### config.mk
export PLATFORM = sky130hd
export DESIGN_NAME = instr_encoder
export DESIGN_NICKNAME = d
export VERILOG_FILES = /design/src/rtl/instr_encoder.sv
export SDC_FILE = /design/constraint.sdc
export NUM_CORES = 1
export LEC_CHECK = 0
export CELL_PAD_IN_SITES_DETAIL_PLACEMENT = 1
export CELL_PAD_IN_SITES_GLOBAL_PLACEMENT = 1
export CORE_ASPECT_RATIO = 1.5
export CORE_MARGIN = 8
export CORE_UTILIZATION = 30
export CTS_BUF_LIST = sky130_fd_sc_hd__clkbuf_4 sky130_fd_sc_hd__clkbuf_8 sky130_fd_sc_hd__clkbuf_16
export CTS_CLUSTER_DIAMETER = 30
export DETAILED_ROUTE_END_ITERATION = 16
export PLACE_DENSITY_LB_ADDON = 0.1
export SLEW_MARGIN = 5
export SYNTH_ARGS = -nofsm -noshare
export SYNTH_HDL_FRONTEND = slang
export SYNTH_SLANG_ARGS = --single-unit
### constraint.sdc
create_clock -name clk -period 3.5 [get_ports clk]
set_input_delay 0.7 -clock clk [delete_from_list [all_inputs] [get_ports clk]]
set_output_delay 0.7 -clock clk [all_outputs]
set_load 0.01 [all_outputs]
### src/rtl/instr_encoder.sv
// RV32I instruction encoder: packs decoded fields into 32-bit words and streams
// them with sequential word addresses to an instruction-memory write port.
module instr_encoder #(
    parameter logic [31:0] BASE_ADDR = 32'h0000_0000
) (
    input  logic        clk,
    input  logic        reset,
    input  logic        restart,
    input  logic        in_valid,
    output logic        in_ready,
    input  logic [2:0]  fmt,
    input  logic [6:0]  op,
    input  logic [2:0]  funct3,
    input  logic [6:0]  funct7,
    input  logic [4:0]  rd,
    input  logic [4:0]  rs1,
    input  logic [4:0]  rs2,
    input  logic [31:0] imm,
    output logic        out_valid,
    input  logic        out_ready,
    output logic [31:0] waddr,
    output logic [31:0] wdata,
    output logic        err,
    output logic [15:0] count
);

    localparam logic [0:0] EMPTY = 1'b0;
    localparam logic [0:0] FULL  = 1'b1;

    localparam logic [2:0] FMT_I = 3'b000;
    localparam logic [2:0] FMT_S = 3'b001;
    localparam logic [2:0] FMT_B = 3'b010;
    localparam logic [2:0] FMT_J = 3'b011;
    localparam logic [2:0] FMT_U = 3'b100;
    localparam logic [2:0] FMT_R = 3'b101;

    logic [0:0]  state;
    logic [31:0] next_addr;
    logic [31:0] cur_addr;
    logic [31:0] word;
    logic        legal;
    logic        accept;
    logic        transfer;
    logic        fits12;
    logic        fits13;
    logic        fits21;

    assign out_valid = (state == FULL);
    assign in_ready  = reset & ((state == EMPTY) | out_ready);
    assign accept    = in_valid & in_ready;
    assign transfer  = out_valid & out_ready;
    assign cur_addr  = restart ? BASE_ADDR : next_addr;

    // An N-bit signed immediate fits when all bits above N-1 equal the sign bit.
    assign fits12 = (&imm[31:11]) | ~(|imm[31:11]);
    assign fits13 = (&imm[31:12]) | ~(|imm[31:12]);
    assign fits21 = (&imm[31:20]) | ~(|imm[31:20]);

    always_comb begin
        word  = '0;
        legal = 1'b0;
        case (fmt)
            FMT_I: begin
                word  = {imm[11:0], rs1, funct3, rd, op};
                legal = fits12;
            end
            FMT_S: begin
                word  = {imm[11:5], rs2, rs1, funct3, imm[4:0], op};
                legal = fits12;
            end
            FMT_B: begin
                word  = {imm[12], imm[10:5], rs2, rs1, funct3, imm[4:1], imm[11], op};
                legal = fits13 & ~imm[0];
            end
            FMT_J: begin
                word  = {imm[20], imm[10:1], imm[11], imm[19:12], rd, op};
                legal = fits21 & ~imm[0];
            end
            FMT_U: begin
                word  = {imm[31:12], rd, op};
                legal = (imm[11:0] == 12'h000);
            end
            FMT_R: begin
                word  = {funct7, rs2, rs1, funct3, rd, op};
                legal = 1'b1;
            end
            default: begin
                word  = '0;
                legal = 1'b0;
            end
        endcase
    end

    // A rejected request is consumed but leaves the output word, address and count alone.
    always_ff @(posedge clk) begin
        if (!reset) begin
            state     <= EMPTY;
            waddr     <= BASE_ADDR;
            wdata     <= '0;
            err       <= 1'b0;
            count     <= '0;
            next_addr <= BASE_ADDR;
        end else begin
            err <= accept & ~legal;
            if (accept && legal) begin
                state     <= FULL;
                wdata     <= word;
                waddr     <= cur_addr;
                next_addr <= cur_addr + 32'd4;
                count     <= count + 16'd1;
            end else begin
                if (transfer) begin
                    state <= EMPTY;
                end
                if (restart) begin
                    next_addr <= BASE_ADDR;
                end
            end
        end
    end

endmodule
=== Word-level counts from Yosys, hierarchy flattened ===
Cells that the tools add are included.
W data, S select, Z words.

* Output and inout bits: 83
* Bits of input ports: 72
* Flip-flop bits (word level): 114

* Bitwise operators: 16
* Equal/unequal tests: 5
* $add $sub $neg: 2
* Multiplexer cells: 6
* Reduce and logical (&&, ||, !) cells: 11

{| class="wikitable"
|+ Operators with widths
! cell !! count
|-
| $pmux W32 S6 || 1
|-
| $mux W32 || 2
|-
| $add A32 B3 Y32 const B || 1
|-
| $reduce_and A21 Y1 || 1
|-
| $reduce_or A21 Y1 || 1
|-
| $reduce_and A20 Y1 || 1
|-
| $reduce_or A20 Y1 || 1
|-
| $add A16 B1 Y16 const B || 1
|-
| $logic_not A12 Y1 || 1
|-
| $reduce_and A12 Y1 || 1
|-
| $reduce_or A12 Y1 || 1
|-
| $and A1 B1 Y1 || 6
|-
| $eq A3 B2 Y1 const B || 2
|-
| $eq A3 B3 Y1 const B || 2
|-
| $not A1 Y1 || 6
|-
| $pmux W1 S5 || 1
|-
| $or A1 B1 Y1 || 4
|-
| $eq A3 B1 Y1 const B || 1
|-
| $logic_not A3 Y1 || 1
|-
| $mux W1 || 2
|-
| $reduce_bool A2 Y1 || 1
|-
| $reduce_or A2 Y1 || 1
|-
| $logic_and A1 B1 Y1 || 1
|}

=== Longest topological paths before layout ===
* Depth in word-level cells: 7
* Depth in mapped cells: 10
* Depth with buffers taken out: 8

=== Worst setup path after synthesis ===
OpenSTA, ideal clock, no wires.

* Kind: input port to flip-flop
* Start point: input port restart
* End point: register next_addr[28]
* Cell stages on the path: 10
* Data required time: 3430 ps
* Arrival time: 2669 ps
* Path slack: 761 ps
* Cell sequence: clkbuf_1 clkbuf_1 nor2b_1 ha_1 and3_1 nand3_1 nor2_1 nand4_1 or4_1 a21oi_1

* Longest elaborated chain between the ends: 3

{| class="wikitable"
|+ Ends and longest elaborated chain
! what !! RTL line !! source
|-
| from (decl) || 8 || <nowiki>input logic restart,</nowiki>
|-
| $mux W32 || - ||
|-
| net cur_addr[3] || 39 || <nowiki>logic [31:0] cur_addr;</nowiki>
|-
| $add A32 B3 Y32 || 109 || <nowiki>next_addr <= cur_addr + 32'd4;</nowiki>
|-
| $mux W32 || 105 || <nowiki>if (accept && legal) begin</nowiki>
|-
| to (signal assigned) || 109 ||
|-
| to (decl) || 38 || <nowiki>logic [31:0] next_addr;</nowiki>
|}

The timed path passes the listed nets, and every way through them passes these cells.
A chain may end at the register's enable or synchronous reset.

=== Final worst setup path ===
* Start point: input port restart
* End point: register next_addr[31]

* Longest elaborated chain between the ends: 3

{| class="wikitable"
|+ Ends and longest elaborated chain
! what !! RTL line
|-
| $mux W32 (*) || -
|-
| $add A32 B3 Y32 || 109
|-
| $mux W32 (*) || 105
|}

Every way passes the cells marked *; elsewhere a longest branch is shown, timed or not.

==> impl_metrics.ini <==
[run_status]
outcome = finished clean

[synthesis]
yosys-top-cells-count = dfxtp_1, nand2_1, nand3_1
synth_cells = 710
ys_async_sr_fraction = 0
yosys_warnings = 0
synth_seq_cells = 114
synth_area_leaders = dfxtp_1, mux2i_1, nand2_1
synth_flop_cell = dfxtp_1
synth_area_mm2 = 0.005796
yosysUniqueCellTypes = 49
synth_area_leader_cell = dfxtp_1
synth_edf_count = 0
yosysMostFrequentCell = dfxtp_1
synth_top_area_frac = 0.3938
yosysSeqAreaShare = 0.3938
syn-num-nets = 784
syn-mean-instance-area_um2 = 8.163

[run]
maxCapViolCount = 0

[timing]
min_period_ns = 3.110
finalHoldViolations = 0
finalCritPeriodShare = 0.8885
slew_headroom = 0.5034
worst_slack_ns = 0.3902
setup_viol = 0
grt_setup_unrepaired = no
fmax_mhz = 321.6
worstMarginPinSlew_ns = 0.7448
clock_skew_ns = 0.01282
slew_viol_final = 0
tns_ns = 0

[worst_setup_path]
r2r_slack_ns = 1.01
arrival_ns = 3.44
slowest_stage = clkdlybuf4s50_1
crit_buf_inv = 1
rr_worst_depth = 6
crit_required_ns = 3.83
r2r-end = next_addr[31]$_SDFF_PN0_
cp_top_family = simple AND/OR/NAND/NOR gates
crit_fanout = 10
max_stage_delay_ns = 0.61
worst_setup_path_start_kind = input port
path_cells = clkdlybuf4s50_1 > nand4b_1 > or3_1 > nor4_4 > nand4_1 > or4_1 > a21oi_1
path_depth = 7
worstSetupPathType = in -> reg
critPathCaptureType = register
r2r-start = next_addr[9]$_SDFF_PN0_

[global_routing]
grt_max_degree = 72
first_global_vias = 6567
grt_pass1_wl_um = 34690
grt-ovfl-total = 0
antenna_found_initial = 0
grt_use_total = 0.1817

[clocking]
post_cts_buffers = 0
cts_tree = yes
clk_pin_slew_ns = 0.06
cts_buffers = 17
cts.htree.levels = 4
clkSinkCount = 114
cts_hold_buf = 0
clock_latency_ns = 0.41
cts_resized = 0
clock-root-buffer = clkbuf_16
clockBufferDepth = 2

[min_path]
hp-class = reg -> reg
worstHoldStart = wdata[19]$_SDFFE_PN0P_
whs_path_depth = 2
whs_endpoint = wdata[19]$_SDFFE_PN0P_

[floorplan]
initial_core_util = 0.3037
die_area_mm2 = 0.02411
io_pins = 155
std_cell_rows = 62
die_w_um = 129.5
fp.dieH_um = 186.2
core_mm2 = 0.01908

[drt]
drt_iter0_markers = 262
drt-wirelength-per-cell_um = 19.29
wirelength_um = 21760
post_drt_via_cell_ratio = 5.426
detail-route-antenna-nets = 0
via_count = 6121
drc_errors = 0
first_pass_iters = 4

[layout]
fillers = 2330
final_cells = 1128
antenna_cells = 0
area_delta_synth_final_pct = 43.65
layout-drive-gt1-share = 0.09633
nets = 933
multiInputGateArea_mm2 = 0.003234
fin_util = 0.4363
register_area_mm2 = 0.002282

[place]
numPortBuffers = 154
globalplace.congestion = 0.8648
dp.cells = 1096
place_ws_ns = 0.009527
dp.final_hpwl_um = 16350

[power_and_ir_drop]
p_total_mw = 3.530
p_leak_nw = 2.805
pwr_density_cell_mw_per_mm2 = 424.0
irDropWorstVdd_mv = 0.3048
-- flip-flops by register name (all words and copies together), names as in the netlist --
signal     count
next_addr     32
waddr         32
wdata         32
count         16
err            1
out_valid      1
-- through the flow --
step | hold WS (ns) | cell area, um^2
4_1_cts | 0.4588 | 8325
2_1_floorplan | 0.4286 | 5796
3_3_place_gp | 0.4459 | 7686
5_1_grt | 0.4805 | 8325
3_5_place_dp | 0.4486 | 7686
6_report | 0.4538 | 8325
-- report_power, final --
| group | total (mW) | switching, mW | internal [mW] |
|---|---|---|---|
| Clock | 1.88 | 0.641 | 1.24 |
| Combinational | 0.338 | 0.180 | 0.158 |
| Sequential | 1.31 | 0.00567 | 1.31 |
-- cell usage in the layout (no fill, tap or decap), types with 4 or more instances in the layout --
| cell type | synthesis | routed |
|---|---|---|
| clkdlybuf4s50_1 | 0 | 152 |
| dfxtp_1 | 114 | 114 |
| nand2_1 | 87 | 87 |
| nand3_1 | 61 | 61 |
| a21oi_1 | 58 | 58 |
| o21ai_0 | 45 | 45 |
| buf_4 | 1 | 34 |
| or4_1 | 33 | 33 |
| mux2i_1 | 33 | 33 |
| o31ai_1 | 29 | 29 |
| nor2b_1 | 22 | 22 |
| nand4_1 | 19 | 19 |
| clkbuf_16 | 0 | 17 |
| a22oi_1 | 13 | 13 |
| o22ai_1 | 13 | 13 |
| nor2_1 | 13 | 12 |
| nand2b_1 | 11 | 11 |
| nor4_1 | 11 | 11 |
| a22o_1 | 11 | 11 |
| and3_1 | 10 | 9 |
| and2_1 | 6 | 6 |
| or2_2 | 6 | 6 |
| o2bb2ai_1 | 6 | 6 |
| inv_1 | 5 | 5 |
| or3_1 | 5 | 5 |
| nand4b_1 | 4 | 4 |
| a211oi_1 | 4 | 4 |
| o211a_1 | 4 | 4 |
| bufinv_16 | 0 | 4 |
-- worst reg2reg max path, stage by stage, from the launching register on --
cell and delay [ns]:
dfxtp_1 0.42, nand4_1 0.17, or3_1 0.50, nor4_4 0.48, nand4_1 0.23, or4_1 0.43
a21oi_1 0.17
-- metal layers --
metal,part of all wire,up-vias,global-route usage
met5,0,-,0
met4,0.015,0,0.05830
met3,0.047,21,0.04680
met2,0.54,144,0.3409
met1,0.40,3005,0.1923
li1,-,2951,-
-- cell type report --
class | count | share of cell area
Multi-Input combinational cell | 530 | 0.3885
Sequential cell | 114 | 0.2741
Timing Repair Buffer | 190 | 0.2194
Clock buffer | 20 | 0.05531
Tap cell | 256 | 0.03847
Clock inverter | 12 | 0.02149
Inverter | 6 | 0.002705
-- worst max path at each step --
| stage | startpoint | to | slack [ns] |
|---|---|---|---|
| after floorplan | restart | next_addr[28]$_SDFF_PN0_ | 0.76 |
| after global placement | restart | next_addr[31]$_SDFF_PN0_ | 0.06 |
| after detailed placement | restart | next_addr[31]$_SDFF_PN0_ | 0.01 |
| after CTS | restart | next_addr[31]$_SDFF_PN0_ | 0.38 |
| after global routing | restart | next_addr[28]$_SDFF_PN0_ | 0.18 |
| final | restart | next_addr[31]$_SDFF_PN0_ | 0.39 |
-- kinds of logic (layout without fill, tap and decap cells) --
family,Yosys count,in the layout,synth area share
fa+ha+maj,2,2,0.004317
compound gates,198,198,0.2172
buf+inv,66,228,0.04966
simple gates,295,295,0.2742
flops,114,114,0.3938
mux,35,35,0.06088
Note: power is estimated with default switching activity, not from simulation.
